`config.mk`:
```
export PLATFORM = sky130hd
export DESIGN_NAME = mbscore_int_ctrl
export DESIGN_NICKNAME = d
export VERILOG_FILES = /design/src/rtl/mbscore_int_ctrl.sv
export SDC_FILE = /design/constraint.sdc
export NUM_CORES = 1
export LEC_CHECK = 0
export ABC_AREA = 1
export CORE_ASPECT_RATIO = 2
export CORE_MARGIN = 10
export CORE_UTILIZATION = 42
export CTS_CLUSTER_SIZE = 20
export DETAILED_ROUTE_END_ITERATION = 7
export MAX_ROUTING_LAYER = met4
export PLACE_DENSITY_LB_ADDON = 0.15
export SLEW_MARGIN = 30
export SYNTH_ARGS = -nofsm -noshare
export SYNTH_HDL_FRONTEND = slang
export SYNTH_SLANG_ARGS = --single-unit
```
`constraint.sdc`:
```
create_clock -name clk -period 1.05 [get_ports clk]
set_input_delay 0.21 -clock clk [delete_from_list [all_inputs] [get_ports clk]]
set_output_delay 0.21 -clock clk [all_outputs]
set_load 0.01 [all_outputs]
```
`src/rtl/mbscore_int_ctrl.sv`:
```
// mbscore_int_ctrl: fixed-priority, edge-latched interrupt controller with a req/ack/eoi handshake to the core.
// Define MBS_INT_SYNC_EN to pass irq_in through a two-flop synchronizer before edge detection.
module mbscore_int_ctrl #(
  parameter int NUM_IRQ   = 8,
  parameter int VEC_WIDTH = 3
) (
  input  logic                 clk,
  input  logic                 rst_n,
  input  logic [NUM_IRQ-1:0]   irq_in,
  input  logic                 en_we,
  input  logic [NUM_IRQ-1:0]   en_wdata,
  input  logic                 gie_in,
  input  logic                 int_ack,
  input  logic                 int_eoi,
  output logic                 int_req,
  output logic [VEC_WIDTH-1:0] int_vec,
  output logic                 in_service,
  output logic [NUM_IRQ-1:0]   pending_out
);
  typedef enum logic [1:0] {IDLE, REQ, SERVICE} state_t;
  state_t state;
  logic [NUM_IRQ-1:0] irq_s, irq_prev, pending, en, cand, clr;
  logic [VEC_WIDTH-1:0] win;
`ifdef MBS_INT_SYNC_EN
  logic [NUM_IRQ-1:0] sync0, sync1;
  always_ff @(posedge clk or negedge rst_n)
    if (!rst_n) begin
      sync0 <= '0;
      sync1 <= '0;
    end else begin
      sync0 <= irq_in;
      sync1 <= sync0;
    end
  assign irq_s = sync1;
`else
  assign irq_s = irq_in;
`endif
  assign cand = pending & en;
  // a fresh edge on the acked line is OR'ed in after the clear, so set wins
  assign clr = (state == REQ && int_ack) ? NUM_IRQ'(1) << int_vec : '0;
  assign pending_out = pending;
  always_comb begin
    win = '0;
    for (int i = NUM_IRQ - 1; i >= 0; i--)
      if (cand[i]) win = VEC_WIDTH'(i);
  end
  always_ff @(posedge clk or negedge rst_n)
    if (!rst_n) begin
      irq_prev   <= '0;
      pending    <= '0;
      en         <= '0;
      state      <= IDLE;
      int_req    <= 1'b0;
      int_vec    <= '0;
      in_service <= 1'b0;
    end else begin
      irq_prev <= irq_s;
      pending  <= (pending & ~clr) | (irq_s & ~irq_prev);
      if (en_we) en <= en_wdata;
      case (state)
        IDLE:
          if (gie_in && |cand) begin
            int_vec <= win;
            int_req <= 1'b1;
            state   <= REQ;
          end
        REQ:
          if (int_ack) begin
            int_req    <= 1'b0;
            in_service <= 1'b1;
            state      <= SERVICE;
          end
        SERVICE:
          if (int_eoi) begin
            in_service <= 1'b0;
            state      <= IDLE;
          end
        default: state <= IDLE;
      endcase
    end
endmodule

```
==> impl_summary.txt, run 1 <==
----------------------------------------------------
[Logic synthesis]
  Largest area contributor in the netlist ... sky130_fd_sc_hd__dfrtp_1
  Synth Area per Inst ... 10.4 um^2
  Flops & latches, synth ... 31
  Number of warnings reported in the yosys synthesis log ... 0
  Seq/Total Area, Yosys ... 0.624
  Mapped Area ... 1240 um^2
  Share of the synthesized area in the top cell type ... 0.624
  Nets in the synthesized netlist ... 141
  Top cells by area in the synthesized netlist ... sky130_fd_sc_hd__dfrtp_1 62%, sky130_fd_sc_hd__nand2_1 7.9%, sky130_fd_sc_hd__mux2_2 7.3%
  Number of cells produced by synthesis ... roughly 120
  Unique cell type count in the Yosys netlist ... 17

[Critical path]
  Launching element type of the critical path ... register
  Required time of the worst setup path ... 1220 ps
  Largest driver fanout on the critical path ... 5
  Crit path arrival time ... 1330 ps
  Start-to-end type of the worst setup path ... reg -> reg
  Element type at the critical path end ... register

[Drt]
  Violation count after the first detailed-route iteration ... 30
  Average routed wire per standard cell ... 14.7 um
  1st-pass router iterations ... 4
  Drt total wl ... 3000 um
  Via Count ... 1001
  Final antenna-violating net count ... 0
  Vias per std cell ... 4.91
  DRC violations left ... 0

[Clock tree]
  TritonCTS clock tree ... yes
  Inserted Clock Buffers ... 5
  Clock-pin slew reported for the worst setup and hold paths after clock tree synthesis ... 60 ps
  Number of hold buffers added after CTS ... 0
  Count of clock tree sinks ... 31
  Worst skew pair latency ... 280 ps
  Clock tree root driver cell ... sky130_fd_sc_hd__clkbuf_8
  Htree depth ... 2
  Maximum clock path buffer count ... 2

[Global routing]
  Met3 demand-to-capacity share in global routing ... 0.0379
  Most crowded layer after global routing ... met2
  Global-route met2 utilization ... 0.206
  Global-route wire length before repair ... 5000 um
  Number of antenna violations at the first check in global routing ... 0
  Largest net degree at the start of global routing ... 32
  Total overflow reported by the global router ... 0
  All-layer global routing usage ... 0.115
  Vias in the first global route ... 1128
  GR Layer Usage met1 ... 0.0985

[STA]
  Maximum clock rate ... approximately 860 MHz
  Final worst path period share ... 1.11
  Min setup slack post-route ... -116 ps
  RSZ-0062 raised after global routing ... true
  Least-Margin Pin Slew ... between 200 and 250 ps
  Hold Violations, Final ... 0
  Worst slew margin relative to its limit ... 0.856
  Period minus WS final ... 1170 ps
  Accumulated negative setup slack ... -908 ps
  Worst Hold Slack ... 300 ps
  Number of setup violations in the final report ... 15
  Setup clock skew after layout ... 7.40 ps
  Max-slew violation count ... 0

[Run status]
  Violations in the final reports ... negative setup slack
  Result of the run ... finished with violations

[Floorplanning]
  IO Count ... 35
  Vertical die dimension ... 96.9 um
  DIE AREA ... 5670 um^2
  Horiz. Die Dim ... slightly below 60 um
  Initial standard-cell utilization of the core ... 0.443
  Core Rows ... 27
  Core area ... between 2000 and 3000 um^2

[Pwr]
  Fraction of power consumed by the clock network ... 0.223
  Seq pwr share ... 0.401
  Cell-internal power ... 2.73 mW
  Switching part of the total ... 0.325
  Net switching component of the power ... about 1.3 mW
  Post-route total power ... roughly 4.1 mW
  Power density over cell area ... 2200 nW/um^2
  Max IR drop VDD ... 1.19 mV
  Leak pwr ... 0.872 nW
  Comb pwr share ... 0.376

[Finish]
  Final Core Density ... 0.657
  Layout fillers ... around 240
  Layout Cells excl Fill ... 204
  Finished Cell Area ... between 1500 and 2000 um^2
  Synthesis-to-layout area growth ... 48.2%
  Diodes inserted ... 0
  Layout cells sized above 1 ... 0.354
  NumNets Final ... 197
  Most common library cell in the layout ignoring fill and taps ... sky130_fd_sc_hd__dfrtp_1
  Most used cells in the layout excluding fill and tap cells ... 31 x sky130_fd_sc_hd__dfrtp_1, 20 x sky130_fd_sc_hd__nand2_1, 20 x sky130_fd_sc_hd__clkdlybuf4s50_1

[Placement]
  Placed Cells ... 194
  Number of port buffers ... 34
  Pre-CTS setup slack ... -400 ps
  Estimated wirelength of the detail-placed design ... 2340 um
  Post-DP Area ... around 1700 um^2
  Routability congestion estimate ... 0.761

[Job]
  Reported max-cap violation count ... 0

[Worst hold path]
  Min-Delay Path Class ... in -> async

----------------------------------------------------
==> layer usage <==
metal	wire [um]	up-vias
met2	1630	34
li1	-	491
met4	149	0
met5	0	-
met3	146	10
met1	1070	466
==> layout make-up <==
class / count / area (um^2) / area share
Timing Repair Buffer: 50 / 454 / 0.247
Inverter: 18 / 67.6 / 0.0367
Multi-Input combinational cell: 69 / 420 / 0.228
Clock buffer: 6 / 82.6 / 0.0448
Clock inverter: 1 / 5.00 / 0.00272
Sequential cell: 31 / 776 / 0.421
Tap cell: 29 / 36.3 / 0.0197
==> flip-flops by register name, indices dropped and copies added, names as in the netlist <==
name / cells
en: 8
irq_prev: 8
pending_out: 8
int_vec: 3
state: 2
in_service: 1
int_req: 1
==> power by group through the flow <==
stage / combinational (mW) / sequential (mW) / clock, mW
after CTS: 1.38 / 1.60 / 0.932
final: 1.52 / 1.62 / 0.904
after floorplan: 0.560 / 1.70 / 0
after detailed placement: 1.49 / 1.63 / 0
after global placement: 1.46 / 1.61 / 0
after global routing: 1.69 / 1.66 / 0.989
==> Yosys cell counts <==
master,n
sky130_fd_sc_hd__nand3_1,2
sky130_fd_sc_hd__dfrtp_1,31
sky130_fd_sc_hd__mux2_2,8
sky130_fd_sc_hd__o21ai_2,1
sky130_fd_sc_hd__nor3_2,1
sky130_fd_sc_hd__nor2_4,1
sky130_fd_sc_hd__o21ai_1,4
sky130_fd_sc_hd__o31ai_1,1
sky130_fd_sc_hd__a21oi_1,2
sky130_fd_sc_hd__o21ai_0,16
sky130_fd_sc_hd__a21boi_0,1
sky130_fd_sc_hd__a21o_1,1
sky130_fd_sc_hd__and2_4,1
sky130_fd_sc_hd__nand2_1,26
sky130_fd_sc_hd__nand2_2,4
sky130_fd_sc_hd__buf_2,1
sky130_fd_sc_hd__inv_1,18
==> path summary, 6_finish.rpt <==
kind,end,slack [ps],startpoint,cells after the start
max in group asynchronous,irq_prev[0]$_DFF_PN0_,580,rst_n,2
worst min register to register,pending_out[0]$_DFF_PN0_,410,irq_prev[0]$_DFF_PN0_,1
worst max-delay path,int_vec[1]$_DFFE_PN0P_,-120,state[1]$_DFFE_PN0P_,5
min in group clk,irq_prev[7]$_DFF_PN0_,400,irq_in[7],1
worst max register to register,int_vec[1]$_DFFE_PN0P_,-120,state[1]$_DFFE_PN0P_,5
worst min-delay path,state[0]$_DFFE_PN0P_,300,rst_n,2
==> worst max-delay path, stage by stage (launching register included) <==
cell,delay (ps)
sky130_fd_sc_hd__dfrtp_1,410
sky130_fd_sc_hd__nor3_2,230
sky130_fd_sc_hd__o21ai_2,100
sky130_fd_sc_hd__and2_4,190
sky130_fd_sc_hd__nand2_2,70
sky130_fd_sc_hd__o21ai_2,50
==> what timing repair did <==
action | 4_1_cts | 5_1_grt
endpoints found under the setup margin | 26 | 22
buffers inserted | 0 | 3
pin swaps | 4 | 4
gates resized for setup | 61 | 15
==> cell families after synthesis <==
kind of cell    after synthesis  synth area share
compound gates               26             0.114
buf+inv                      19            0.0584
flops                        31             0.624
mux                           8            0.0725
simple gates                 35             0.131
No activity file was read; power rests on OpenSTA's default activity.
==> run 2, diff against run 1 <==
CAP_MARGIN = 20   (was default)
==> results of run 2 <==
Final layout, timing and power as in run 1 (identical DEF).
==> run 3, diff against run 2 <==
CORE_MARGIN = default   (was 10)
CTS_CLUSTER_SIZE = 28   (was 20)
==> impl_summary.txt, run 3 (synthesis gave the netlist of run 1 again) <==
----------------------------------------------------
[Drt]
  Drt total wl ... 2820 um (-6.0%)
  Violation count after the first detailed-route iteration ... 20 (-33%)
  Detailed route wirelength on metal2 ... 1590 um (-2.9%)
  Top routing layer in use ... met4
  Wire length the detailed router placed on met1 ... 943 um (-12%)
  Vias per std cell ... 5.02 (+2.4%)
  Via Count ... 1015 (+1.4%)
  1st-pass router iterations ... 4 (unchanged)
  Final antenna-violating net count ... 0 (unchanged)
  Average routed wire per standard cell ... 14.0 um (-5.0%)
  Met3 routed WL ... 181 um (+24%)
  DRC violations left ... 0 (unchanged)

[Worst hold path]
  Min-Delay Path Class ... in -> async

[Finish]
  Synthesis-to-layout area growth ... 47.7%
  Layout Cells excl Fill ... 202 (-0.98%)
  NumNets Final ... 194 (-1.5%)
  Diodes inserted ... 0 (unchanged)
  Layout fillers ... 230 (-3.0%)
  Most common library cell in the layout ignoring fill and taps ... sky130_fd_sc_hd__dfrtp_1
  Finished Cell Area ... 1840 um^2 (-0.34%)
  Layout cells sized above 1 ... 0.387 (+0.0330)
  Most used cells in the layout excluding fill and tap cells ... 29 x sky130_fd_sc_hd__dfrtp_1, 20 x sky130_fd_sc_hd__clkdlybuf4s50_1, 19 x sky130_fd_sc_hd__nand2_1

[Clock tree]
  Htree depth ... 2 (unchanged)
  Clock tree root driver cell ... sky130_fd_sc_hd__clkbuf_8
  Number of hold buffers added after CTS ... 0 (unchanged)
  Inserted Clock Buffers ... 5 (unchanged)
  Maximum clock path buffer count ... 2 (unchanged)
  Count of clock tree sinks ... 31 (unchanged)
  TritonCTS clock tree ... yes
  Clock-pin slew reported for the worst setup and hold paths after clock tree synthesis ... 60 ps (about the same)
  Worst skew pair latency ... 280 ps (about the same)

[Floorplanning]
  Horiz. Die Dim ... 40.5 um (-31%)
  Initial standard-cell utilization of the core ... 0.449 (+0.00540)
  IO Count ... 35 (unchanged)
  Core Rows ... 27 (unchanged)
  DIE AREA ... 3190 um^2 (-44%)
  Core area ... 2770 um^2 (-1.2%)
  Vertical die dimension ... 78.9 um (-19%)

[Critical path]
  Reg2Reg Depth ... 5 (unchanged)
  Required time of the worst setup path ... 1220 ps (about the same)
  Cell family with most CP delay ... simple AND/OR/NAND/NOR gates
  Largest driver fanout on the critical path ... 5 (unchanged)
  Flop-to-flop setup slack ... -140 ps (-30 ps)
  Element type at the critical path end ... register
  WP buf/inv ... 0 (unchanged)
  Crit path arrival time ... 1360 ps (+30 ps)
  Capturing point of the worst reg2reg path ... int_vec[1]$_DFFE_PN0P_
  Reg2Reg Launch Point ... state[1]$_DFFE_PN0P_
  Critical path cell sequence ... nor3_4, o21ai_2, and2_4, nand2_2, o21ai_2
  Largest stage delay on the critical path ... 440 ps (+30 ps)
  Launching element type of the critical path ... register
  Cell type of the slowest stage on the worst timing path ... sky130_fd_sc_hd__dfrtp_2
  Most frequent cell on the critical path ... sky130_fd_sc_hd__o21ai_2
  Start-to-end type of the worst setup path ... reg -> reg

[Run status]
  Result of the run ... finished with violations
  Violations in the final reports ... negative setup slack

[Global routing]
  Total overflow reported by the global router ... 0 (unchanged)
  Global-route wire length before repair ... 4280 um (-14%)
  Number of antenna violations at the first check in global routing ... 0 (unchanged)
  Largest net degree at the start of global routing ... 32 (unchanged)
  Vias in the first global route ... 1002 (-11%)
  All-layer global routing usage ... 0.209 (+0.0936)

[Pwr]
  Post-route total power ... 4.03 mW (-0.63%)
  Leak pwr ... 0.864 nW (-0.97%)
  Power density over cell area ... 2190 nW/um^2 (-0.30%)
  Max IR drop VDD ... 1.40 mV (+18%)

[Placement]
  Pre-CTS setup slack ... -418 ps (-17.5 ps)
  Placed Cells ... 191 (-1.5%)
  Post-DP Area ... 1720 um^2 (-1.3%)
  Routability congestion estimate ... 0.816 (+7.3%)
  Number of port buffers ... 34 (unchanged)
  Estimated wirelength of the detail-placed design ... 2020 um (-14%)

[STA]
  Max-slew violation count ... 0 (unchanged)
  Least-Margin Pin Slew ... 247 ps (+31.9 ps)
  Setup clock skew after layout ... 6.57 ps (-0.834 ps)
  Period minus WS final ... 1190 ps (+29.2 ps)
  Final worst path period share ... 1.14 (+0.0278)
  Accumulated negative setup slack ... -1630 ps (-721 ps)
  Min setup slack post-route ... -145 ps (-29.2 ps)
  Hold Violations, Final ... 0 (unchanged)
  Number of setup violations in the final report ... 17 (+2)
  RSZ-0062 raised after global routing ... true
  Maximum clock rate ... 837 MHz (-2.4%)
  Worst slew margin relative to its limit ... 0.834 (-0.0222)

[Job]
  Reported max-cap violation count ... 0 (unchanged)

----------------------------------------------------
## run 3: cell types whose count changed in the layout (fill, tap and decap cells not counted), moves of 2 or more
cell                       previous run  this run
sky130_fd_sc_hd__o21ai_0              8         2
sky130_fd_sc_hd__o21ai_2              4         9
sky130_fd_sc_hd__buf_2                8        12
sky130_fd_sc_hd__buf_6                6         2
sky130_fd_sc_hd__buf_4               13        10
sky130_fd_sc_hd__nand2_4              0         3
sky130_fd_sc_hd__clkbuf_1             0         2
sky130_fd_sc_hd__dfrtp_1             31        29
sky130_fd_sc_hd__dfrtp_2              0         2
sky130_fd_sc_hd__nand2_2             10         8
## run 3: worst register-to-register path, cell delays in order (launching register included)
cell	delay (ps)
sky130_fd_sc_hd__dfrtp_2	440
sky130_fd_sc_hd__nor3_4	230
sky130_fd_sc_hd__o21ai_2	110
sky130_fd_sc_hd__and2_4	200
sky130_fd_sc_hd__nand2_2	60
sky130_fd_sc_hd__o21ai_2	50
## run 3: routing by layer
metal | GRT usage | vias to the layer above
li1 | - | 491
met1 | 0.207 | 475
met2 | 0.329 | 39
met3 | 0.0698 | 10
met4 | 0.127 | 0
met5 | - | -
## run 3: layout make-up
cell class / count / area, um^2 / area share
Sequential cell: 31 / 778 / 0.424
Tap cell: 29 / 36.3 / 0.0198
Inverter: 18 / 70.1 / 0.0382
Multi-Input combinational cell: 69 / 463 / 0.252
Clock inverter: 1 / 5.00 / 0.00273
Timing Repair Buffer: 47 / 407 / 0.222
Clock buffer: 7 / 76.3 / 0.0416
## run 3: power breakdown
| part | total [mW] | internal (mW) | switching [mW] |
|---|---|---|---|
| Sequential | 1.67 | 1.45 | 0.220 |
| Combinational | 1.49 | 0.706 | 0.779 |
| Clock | 0.873 | 0.463 | 0.410 |
| Total | 4.03 | 2.62 | 1.41 |
## run 3: what timing repair did
action,CTS,global route
buffers inserted,0,3
pin swaps,6,9
gates resized for setup,61,32
endpoints found under the setup margin,26,23
## run 3: per-stage QoR
stage | util | hold slack [ps]
6_report | 0.663 | 285
5_1_grt | 0.663 | 288
4_1_cts | 0.633 | 293
3_5_place_dp | 0.620 | 415
3_3_place_gp | 0.620 | 397
2_1_floorplan | - | -85.6
## run 3: how the worst max path moves through the flow
stage | startpoint | end | slack, ps | depth (start not counted)
2_1_floorplan | pending_out[0]$_DFF_PN0_ | state[0]$_DFFE_PN0P_ | -40 | 5
3_3_place_gp | gie_in | int_vec[1]$_DFFE_PN0P_ | -380 | 7
3_5_place_dp | gie_in | int_vec[1]$_DFFE_PN0P_ | -420 | 7
4_1_cts | state[1]$_DFFE_PN0P_ | pending_out[6]$_DFF_PN0_ | -120 | 6
5_1_grt | state[1]$_DFFE_PN0P_ | pending_out[4]$_DFF_PN0_ | -200 | 6
6_report | state[1]$_DFFE_PN0P_ | int_vec[1]$_DFFE_PN0P_ | -140 | 5
==> RTL change 1 (config.mk and constraints of run 3) <==
Take the reset off `pending` and load it in a clocked block of its own.
--- a/src/rtl/mbscore_int_ctrl.sv
+++ b/src/rtl/mbscore_int_ctrl.sv
@@ -47,7 +47,6 @@
   always_ff @(posedge clk or negedge rst_n)
     if (!rst_n) begin
       irq_prev   <= '0;
-      pending    <= '0;
       en         <= '0;
       state      <= IDLE;
       int_req    <= 1'b0;
@@ -55,7 +54,6 @@
       in_service <= 1'b0;
     end else begin
       irq_prev <= irq_s;
-      pending  <= (pending & ~clr) | (irq_s & ~irq_prev);
       if (en_we) en <= en_wdata;
       case (state)
         IDLE:
@@ -78,5 +76,9 @@
         default: state <= IDLE;
       endcase
     end
+
+  always_ff @(posedge clk) begin
+    pending <= (pending & ~clr) | (irq_s & ~irq_prev);
+  end
 endmodule
 
Check against the original RTL: not equivalent (a bounded check fails within 4 cycles, from zero or initial values and one cycle with rst_n low).
==> RTL change 1 against run 3 <==
The flow still finishes with violations (negative setup slack). Die area decreased by 3.1%. Setup slack got worse by 9.2 ps. Via count increased by 2.8%. Synthesized area decreased by 3.2%. Power increased by 9.2%. Combinational power increased by 15%. Design area increased by 2.9%. Highest routed layer unchanged. Sequential cell count unchanged. Largest power group is now combinational logic. Routed wire length decreased by 0.25%. Fmax decreased by 0.76%. Count of clock-buffer cells in the layout increased by 1. Global-route usage increased by 0.15 points.
==> RTL change 1: results (changes against run 3) <==
metric,value,unit,change
Antenna diodes,0,,unchanged
failing checks,negative setup slack,,
drt pass-1 iters,4,,unchanged
Finished Layout Cells,210,,+4.0%
CTS Buffer Depth,2,,unchanged
Worst Tran Pin Value,202,ps,-44.9 ps
maximum vdd drop,1680,uV,+20%
Final WS setup,-154,ps,-9.17 ps
Worst-Skew Late Latency,280,ps,about the same
Post-Synth Adder-Cell Area,0,,unchanged
worst r2r src,state[1],,
CP max FO,3,,-2
Clock Skews,5.80,ps,-0.764 ps
library cells used by synthesis,18,,+1
first-pass GRT wire length,4240,um,-1.1%
Detailed Route WL,2820,um,-0.25%
"Seq/Total Area, Yosys",0.612,,-0.0125
DRT iter0 DRCs,25,,+25%
yosys warns,0,,unchanged
"CP delay by family, top",buffers and inverters,,
"slowest stage delay, CP",440,ps,about the same
Nets,202,,+4.1%
Cell Int Power,2.92,mW,+12%
clk slew on worst S/H paths,60,ps,about the same
hold crit path type,in -> async,,
share of cells above drive strength 1,0.448,,+0.0602
Setup-failing EPs final,14,,-3
RePlAce Congestion,0.757,,-7.3%
Vias/cell,4.97,,-1.2%
"slowest stage cell, crit path",dfrtp_2,,
Total GRT Usage,0.210,,+0.00154
DP Worst Slack,-372,ps,+45.7 ps
Synth top cells by count,"26 x nand2_1, 23 x dfrtp_1, 18 x inv_1, 16 x o21ai_0",,
max-cap violations,0,,unchanged
hold_buf cts,0,,unchanged
cts bufs inserted,5,,unchanged
largest cells by area after synthesis,"dfrtp_1 48%, dfxtp_1 13%, nand2_1 8.1%",,
vias in the first global route,1024,,+2.2%
outcome,finished with violations,,
Area after DPL,1710,um2,-0.22%
async set-reset flop share out of synthesis,0.742,,-0.258
detailed placement HPWL,1980,um,-2.3%
PortBufs,34,,unchanged
leakage power,0.904,nW,+4.6%
CTS HTree Levels,2,,unchanged
Mapped Nets,141,,unchanged
largest net degree at the start of global routing,24,,-25%
Cells after Synth,119,,unchanged
Worst EP arrival,1390,ps,+30 ps
Post-Synth XOR/XNOR Area,0,,unchanged
initial antenna violation count,0,,unchanged
post-synthesis compound-gate area fraction,0.118,,+0.00379
CTS root buf,clkbuf_8,,
setup TNS,-1440,ps,+193 ps
"Top FF cell, synth",dfrtp_1,,
post-synthesis mux area share,0.0749,,+0.00241
fillers,224,,-2.6%
startpoint type of the worst setup path,register,,
RTL change 1: changes by cell type after synthesis:
cell,before,now
dfxtp_1,0,8
dfrtp_1,31,23
RTL change 1: final timing paths:
kind / slack (ps) / cells past startpoint / end
max: -150 / 6 / state[0]
min: 280 / 2 / in_service
max reg2reg: -150 / 6 / state[0]
min reg2reg: 400 / 1 / pending_out[7]
max in group asynchronous: 610 / 2 / state[0]
min in group clk: 400 / 1 / irq_prev[2]
RTL change 1: worst reg2reg max path, stage by stage (launching register included):
cell	delay [ps]
dfrtp_2	440
inv_2	90
nand2_4	60
buf_4	130
buf_4	110
buf_4	120
o21ai_0	160
RTL change 1: cell families after synthesis:
logic type	count (synthesis)
and+or+nand+nor	35
DFF	31
AOI/OAI and AO/OA	26
muxes	8
buffers and inverters	19
RTL change 1: power groups by stage:
stage	Clock (mW)	Sequential, mW	Combinational, mW
2_1_floorplan	0	1.71	0.557
3_3_place_gp	0	1.61	1.44
3_5_place_dp	0	1.63	1.47
4_1_cts	1.03	1.63	1.48
5_1_grt	1.09	1.71	1.87
6_report	1.01	1.68	1.71
RTL change 1: repair_timing:
action	in CTS	in global routing
setup endpoints to repair	25	18
gates resized for setup	73	26
buffers inserted	3	3
pin swaps	9	12
RTL change 1: final cells by class:
type,instances,area [um2],area share
Timing Repair Buffer,55,464,0.246
Multi-Input combinational cell,69,470,0.249
Tap cell,29,36.3,0.0192
Inverter,18,70.1,0.0371
Clock buffer,8,100,0.0530
Sequential cell,31,747,0.396
RTL change 1: layer usage:
layer / up-vias / wire (um) / track usage
met5: - / 0 / -
li1: 506 / - / -
met4: 0 / 111 / 0.124
met2: 27 / 1610 / 0.346
met3: 8 / 95 / 0.0514
met1: 502 / 1000 / 0.207
==> RTL change 2 (config.mk and constraints of run 3) <==
Without the edit above. The parameter `VEC_WIDTH` goes from 3 to 4.
--- a/src/rtl/mbscore_int_ctrl.sv
+++ b/src/rtl/mbscore_int_ctrl.sv
@@ -2,7 +2,7 @@
 // Define MBS_INT_SYNC_EN to pass irq_in through a two-flop synchronizer before edge detection.
 module mbscore_int_ctrl #(
   parameter int NUM_IRQ   = 8,
-  parameter int VEC_WIDTH = 3
+  parameter int VEC_WIDTH = 4
 ) (
   input  logic                 clk,
   input  logic                 rst_n,
Interface: changed (resized int_vec); port bits go from 35 to 36. The function was not compared with the original's and may differ.
==> RTL change 2 against run 3 <==
Routed wire length down 3.1%. Largest power group unchanged. Sequential cell count unchanged. Sequential share of layout area down 2.0 points. Synthesized area up 0.91%. Setup slack worse by 5.2 ps. The run still ends with negative setup slack left. Final cell count up 4.0%. Power up 6.7%. Design area up 4.5%.
==> RTL change 2: results (changes against run 3) <==
metric,value,unit,change
Setup-failing EPs final,16,,-1
met3 WL,80,um,-56%
Routed met1 length,963,um,+2.1%
share of cells above drive strength 1,0.387,,-0.000543
DP Worst Slack,-421,ps,-2.65 ps
maximum vdd drop,1310,uV,-6.5%
cts bufs inserted,5,,unchanged
async set-reset flop share out of synthesis,1.00,,unchanged
met2 Usage GRT,0.338,,+0.00952
met3 usage,0.0670,,-0.00279
Post-Synth Adder-Cell Area,0,,unchanged
RePlAce Congestion,0.741,,-9.2%
Area after DPL,1740,um2,+1.5%
cell mode on critical path,nand2_4,,
Max Slew Vio Count,0,,unchanged
largest cells by area after synthesis,"dfrtp_1 62%, nand2_1 7.8%, mux2_2 7.2%",,
GR Overflow Total,0,,unchanged
wire length on met2,1590,um,+0.57%
Vias/cell,4.90,,-2.4%
leakage power,0.919,nW,+6.4%
Worst EP arrival,1370,ps,
detailed placement HPWL,1950,um,-3.7%
Antenna diodes,0,,unchanged
"slowest stage cell, crit path",dfrtp_1,,
Clock Skews,3.04,ps,-3.53 ps
setup TNS,-1610,ps,+17.0 ps
Mapped Nets,143,,+1.4%
post-synthesis mux area share,0.0719,,-0.000651
CP max FO,4,,-1
synthesized area per cell,10.4,um2,-0.76%
core area,2800,um2,+1.2%
DRT iter0 DRCs,13,,-35%
"Seq/Total Area, Yosys",0.619,,-0.00561
hold crit path type,in -> async,,
post-DR wirelength/cell,13.0,um,-6.8%
post-synthesis compound-gate area fraction,0.113,,-0.00102
outcome,finished with violations,,
Finished Layout Cells,210,,+4.0%
Total GRT Usage,0.203,,-0.00618
DP Cell Count,195,,+2.1%
failing checks,negative setup slack,,
Nets,202,,+4.1%
crit path capture,pending_out[0],,
library cells used by synthesis,19,,+2
grt met1 use,0.180,,-0.0268
Final Hold Slack,294,ps,+9.10 ps
vias in the first global route,1024,,+2.2%
fillers,241,,+4.8%
R2R cell count,6,,+1
Final WS setup,-150,ps,-5.22 ps
first-pass GRT wire length,4170,um,-2.6%
RTL change 2: worst max-delay path: cells and delay by family (launching register included):
family | cells | cell delay, ps
buffers and inverters | 1 | 100
AOI/OAI and AO/OA | 2 | 210
and+or+nand+nor | 3 | 350
DFF | 1 | 430
RTL change 2: where the power goes:
part	internal, mW	total (mW)	switching (mW)
Combinational	0.838	1.64	0.805
Sequential	1.44	1.64	0.197
Clock	0.597	1.01	0.418
RTL change 2: repair_timing:
item / 4_1_cts / 5_1_grt
pin swaps: 2 / 5
gates resized for setup: 69 / 20
hold buffers: 0 / 0
endpoints found under the setup margin: 26 / 24
buffers inserted: 1 / 6
RTL change 2: layout make-up:
cell class | count | area [um2] | share of cell area
tap | 29 | 36.3 | 0.0189
clock buffer | 8 | 100 | 0.0522
multi-input combinational | 70 | 463 | 0.241
sequential | 31 | 776 | 0.404
inverter | 18 | 67.6 | 0.0352
timing repair buffer | 54 | 475 | 0.248
